[config.mk]
export PLATFORM = sky130hd
export DESIGN_NAME = matrix_mult_sequencer
export DESIGN_NICKNAME = d
export VERILOG_FILES = /design/src/rtl/matrix_mult_sequencer.sv
export SDC_FILE = /design/constraint.sdc
export NUM_CORES = 1
export LEC_CHECK = 0
export BUFFER_PORTS_ARGS = -buffer_cell sky130_fd_sc_hd__buf_4
export CORE_UTILIZATION = 33
export DETAILED_ROUTE_END_ITERATION = 7
export MAX_ROUTING_LAYER = met4
export PLACE_DENSITY = 0.5
export RECOVER_POWER = 25
export SYNTH_ARGS = -nofsm -noshare
export SYNTH_HDL_FRONTEND = slang
export SYNTH_SLANG_ARGS = --single-unit
[constraint.sdc]
create_clock -name clk -period 4.4 [get_ports clk]
set_input_delay 0.88 -clock clk [delete_from_list [all_inputs] [get_ports clk]]
set_output_delay 0.88 -clock clk [all_outputs]
set_load 0.05 [all_outputs]
[src/rtl/matrix_mult_sequencer.sv]
// Operand loader / result capture sequencer for the 3x3 matrix_mult datapath.
// Optional WAIT watchdog is enabled by defining MMS_TIMEOUT_EN.
//
// state  | meaning
// LOAD_A | accepting a0..a8
// LOAD_B | accepting b0..b8
// START  | one-cycle mm_start pulse
// WAIT   | waiting for mm_done (watchdog runs here when enabled)
// DONE   | result buffer valid, next byte begins a new load as a0
// ERROR  | watchdog expired, next byte clears error and begins a new load as a0
module matrix_mult_sequencer #(
  parameter int DATA_W      = 8,
  parameter int TIMEOUT_CYC = 1024
) (
  input  logic                clk,
  input  logic                rst,
  input  logic                in_valid,
  input  logic [DATA_W-1:0]   in_data,
  output logic                in_ready,
  output logic                mm_start,
  output logic [9*DATA_W-1:0] mm_a_flat,
  output logic [9*DATA_W-1:0] mm_b_flat,
  input  logic                mm_done,
  input  logic [9*DATA_W-1:0] mm_c_flat,
  input  logic [3:0]          rd_idx,
  output logic [DATA_W-1:0]   rd_data,
  output logic                busy,
  output logic                result_valid,
  output logic                error
);

  typedef enum logic [2:0] {
    S_LOAD_A, S_LOAD_B, S_START, S_WAIT, S_DONE, S_ERROR
  } state_t;

  state_t state, state_nxt;

  logic [3:0]        count;
  logic [DATA_W-1:0] a_mem      [9];
  logic [DATA_W-1:0] b_mem      [9];
  logic [DATA_W-1:0] result_buf [9];
  logic              timeout_hit;
  logic              last_byte;

  assign last_byte = (count == 4'd8);

`ifdef MMS_TIMEOUT_EN
  localparam int TW = $clog2(TIMEOUT_CYC);
  localparam logic [TW-1:0] TIMER_MAX = TW'(TIMEOUT_CYC - 1);
  logic [TW-1:0] timer;
  logic          error_q;
  assign timeout_hit = (timer == TIMER_MAX);
  assign error       = error_q;
`else
  assign timeout_hit = 1'b0;
  assign error       = 1'b0;
`endif

  always_ff @(posedge clk) begin
    if (rst) state <= S_LOAD_A;
    else     state <= state_nxt;
  end

  always_comb begin
    state_nxt = state;
    in_ready  = 1'b0;
    mm_start  = 1'b0;
    busy      = 1'b0;
    case (state)
      S_LOAD_A: begin
        in_ready = 1'b1;
        if (in_valid && last_byte) state_nxt = S_LOAD_B;
      end
      S_LOAD_B: begin
        in_ready = 1'b1;
        if (in_valid && last_byte) state_nxt = S_START;
      end
      S_START: begin
        mm_start  = 1'b1;
        busy      = 1'b1;
        state_nxt = S_WAIT;
      end
      S_WAIT: begin
        busy = 1'b1;
        // a done arriving on the expiry cycle still wins
        if (mm_done)          state_nxt = S_DONE;
        else if (timeout_hit) state_nxt = S_ERROR;
      end
      S_DONE, S_ERROR: begin
        in_ready = 1'b1;
        if (in_valid) state_nxt = S_LOAD_A;
      end
      default: state_nxt = S_LOAD_A;
    endcase
  end

  always_ff @(posedge clk) begin
    if (rst) begin
      count        <= '0;
      result_valid <= 1'b0;
      for (int i = 0; i < 9; i++) begin
        a_mem[i]      <= '0;
        b_mem[i]      <= '0;
        result_buf[i] <= '0;
      end
`ifdef MMS_TIMEOUT_EN
      timer   <= '0;
      error_q <= 1'b0;
`endif
    end else begin
      case (state)
        S_LOAD_A: if (in_valid) begin
          a_mem[count] <= in_data;
          count        <= last_byte ? 4'd0 : count + 4'd1;
        end
        S_LOAD_B: if (in_valid) begin
          b_mem[count] <= in_data;
          count        <= last_byte ? 4'd0 : count + 4'd1;
        end
        S_START: begin
`ifdef MMS_TIMEOUT_EN
          timer <= '0;
`endif
        end
        S_WAIT: begin
`ifdef MMS_TIMEOUT_EN
          timer <= timer + 1'b1;
`endif
          if (mm_done) begin
            for (int i = 0; i < 9; i++)
              result_buf[i] <= mm_c_flat[i*DATA_W +: DATA_W];
            result_valid <= 1'b1;
          end else if (timeout_hit) begin
            result_valid <= 1'b0;
`ifdef MMS_TIMEOUT_EN
            error_q <= 1'b1;
`endif
          end
        end
        S_DONE, S_ERROR: if (in_valid) begin
          a_mem[0]     <= in_data;
          count        <= 4'd1;
          result_valid <= 1'b0;
`ifdef MMS_TIMEOUT_EN
          error_q <= 1'b0;
`endif
        end
        default: ;
      endcase
    end
  end

  for (genvar g = 0; g < 9; g++) begin : g_flat
    assign mm_a_flat[g*DATA_W +: DATA_W] = a_mem[g];
    assign mm_b_flat[g*DATA_W +: DATA_W] = b_mem[g];
  end

  assign rd_data = (rd_idx <= 4'd8) ? result_buf[rd_idx] : '0;

endmodule

==> results.toml <==
[hold_path]
worstHoldPathType = "register to register"
min_from = "result_valid"
min_to = "result_valid"
worstHoldPathCells = 2

[sta]
relSlewSlack = 0.08884
worst_pin_slew_ns = 1.348
min_period_over_period = 0.8037
fmax_ghz = 0.2828
slew_viol_final = 0
holdWs_ns = 0.5412
fin_skew_ns = 0.009279
hold_viol = 0
finalSetupTns_ns = 0
setup_viol = 0
fin_crit_ns = 3.536
grt_setup_unrepaired = "false"

[synthesis]
yosys.area.top_type = "edfxtp_1"
yosys-top-cells-area = "edfxtp_1, and2_1, nor2_1"
synth.cell_area_um2 = 9158
synthMuxAreaShare = 0.03771
synthFlopType = "edfxtp_1"
async_reset_ff_frac = 0
yosysMostFrequentCell = "edfxtp_1"
synthAdderAreaFrac = 0.005465
synth_simple_gate_area_frac = 0.1724
yosysSeqAreaShare = 0.7258
synthCells = 649
yosys_warnings = 0
synth_top_cell_area_share = 0.7083
synth_cell_types = 45
synth-seq-cells = 224
synth_area_per_cell_um2 = 14.11
syn_nets = 741
synthXorXnorAreaFrac = 0
synthTopCellsByCount = "edfxtp_1, nor2_1, and2_1, nand2_1, clkbuf_1"
synth_compound_area_frac = 0.03539
synth_edf_count = 216
synth_top_family_by_area = "simple AND/OR/NAND/NOR gates"

[clock_tree]
post_cts_resized = 0
cts_buffers = 25
cts_root_buf = "clkbuf_16"
clkSinkCount = 224
clk_latency_ns = 0.51
htreeDepth = 1
post-cts-setup-buffer-count = 0
cts_buffer_depth = 3
cts_tree = "yes"
ctsHoldBuffers = 0
clkTransAtPathRegs_ns = 0.06

[routing]
vias = 5822
wl_per_cell_um = 19.79
drt-total-wl_mm = 25.18
firstDrtPassIters = 4
dr.first_iter.drc_count = 413
remaining_drc_errors = 0
vias_per_cell = 4.577
final_antenna_net_count = 0

[final_layout]
areaGrowthSynthToFinish_pct = 29.87
final_cells = 1272
n_antenna_cell = 0
finalNetCount = 975
drive_gt1_frac = 0.3211

[grt]
grt_pass1_vias = 5878
antenna_found_initial = 0
grt.overflow.total = 0
grt_first_pass_wirelength_mm = 36.76
grtUsageTotal = 0.1798
grt_max_degree = 73

[die]
die_w_um = 168.6
io_pins = 245
fp.dieH_um = 168.6
core_area_um2 = 27100
start_util = 0.3379
rows = 60
die_area_um2 = 28420

[pwr]
p_seq_frac = 0.495
switching_share = 0.2442
p_int_w = 0.003726
p_comb_frac = 0.107
power_density_nw_per_um2 = 414.6
finalPower_w = 0.004931
p_clk_frac = 0.398
p_leak_nw = 4.650
vdd_ir_drop_max_v = 0.0003398
p_switching_w = 0.001204

[placed_design]
hpwl_mm = 17.54
numPortBuffers = 243
gp_congestion = 0.7607
dp.cells = 1228

[setup_path]
worstSetupPathType = "primary input to register"
rr_endpoint = "a_mem[5][0]"
crit_fanout = 30
cp.required_ns = 4.53
startpoint = "rst"
r2r-start = "state[2]"
ff2ff_path_depth = 4
crit_path_end_kind = "register"
crit_arrival_ns = 3.67
ff2ff_setup_slack_ns = 0.95
critPathLaunchType = "primary input"

[job]
max-cap-violations = 0

[status]
status = "finished clean"
-- worst max-delay path by stage --
stage | to | slack, ns | cells after the start
after global routing | a_mem[5][2] | 0.68 | 5
after detailed placement | rd_data[2] | 1.01 | 5
after floorplan | rd_data[0] | 0.69 | 5
final | a_mem[5][0] | 0.86 | 5
after global placement | rd_data[5] | 1.05 | 5
after CTS | rd_data[2] | 1.02 | 5
-- area by class of cell --
cell class	instances	area, um2
Clock inverter	11	101.3
Multi-Input combinational cell	383	2218
Timing Repair Buffer	244	1787
Tap cell	372	465.4
Clock buffer	33	655.6
Inverter	5	18.77
Fill cell	2519	15210
Sequential cell	224	6646
-- per-stage QoR --
step | instance area (um2) | utilization | setup slack [ns]
floorplan | 9158 | - | 0.6889
global placement | 11280 | 0.4161 | 1.047
detailed placement | 11280 | 0.4161 | 1.012
CTS | 12030 | 0.4440 | 1.019
global route | 11890 | 0.4388 | 0.6794
finish | 11890 | 0.4388 | 0.8637
-- flip-flops by register name, indices dropped and copies added (netlist names) --
signal and cells:
a_mem 72, b_mem 72, result_buf 72, count 4, state 3, result_valid 1
-- worst max-delay path: stages --
cell and delay, ns:
buf_4 0.22, nor4b_1 0.60, and2_0 0.27, nand3_1 0.66, o21bai_1 1.02
-- power groups by stage --
stage                     clock network, W  registers [W]  logic (W)
after detailed placement                 0        0.00249   0.000543
after CTS                          0.00200        0.00244   0.000544
after global placement                   0        0.00249   0.000544
after global routing               0.00208        0.00245   0.000552
after floorplan                          0        0.00267   0.000143
final                              0.00196        0.00244   0.000528
-- kinds of logic (layout without fill, tap and decap cells) --
kind of cell	after synthesis	in the layout
mux	27	27
flops	224	224
buf+inv	42	293
other cells	1	1
compound gates	49	49
fa+ha+maj	4	4
simple gates	302	302
-- routing by layer --
metal  track usage  share of wire
met5             -              0
met4       0.04111          0.020
met3       0.03390          0.056
met2        0.2908           0.48
met1        0.2349           0.44
-- cells in the final DEF (no fill, tap or decap), drive strengths merged --
| cell type | netlist | final |
|---|---|---|
| clkinv | 0 | 9 |
| nor3b | 2 | 2 |
| mux2 | 10 | 10 |
| nor2 | 136 | 136 |
| mux2i | 12 | 12 |
| or2 | 5 | 5 |
| a31oi | 3 | 3 |
| nor4 | 1 | 1 |
| o31ai | 5 | 5 |
| nand3 | 7 | 7 |
| nor2b | 6 | 6 |
| edfxtp | 216 | 216 |
| o21bai | 15 | 15 |
| ha | 4 | 4 |
| nand2b | 7 | 7 |
| mux4 | 5 | 5 |
| conb | 1 | 1 |
| and2 | 98 | 98 |
| a21o | 1 | 1 |
| o21ai | 6 | 6 |
| and3b | 1 | 1 |
| nor4b | 3 | 3 |
| and2b | 1 | 1 |
| or3 | 1 | 1 |
| a211oi | 2 | 2 |
| clkbuf | 22 | 45 |
| dfxtp | 8 | 8 |
| a32oi | 1 | 1 |
| buf | 15 | 232 |
| nand2 | 32 | 32 |
| a21oi | 5 | 5 |
| nor3 | 2 | 2 |
| bufinv | 0 | 2 |
| o22ai | 11 | 11 |
| inv | 5 | 5 |
Power figures use the tool's default switching activity.
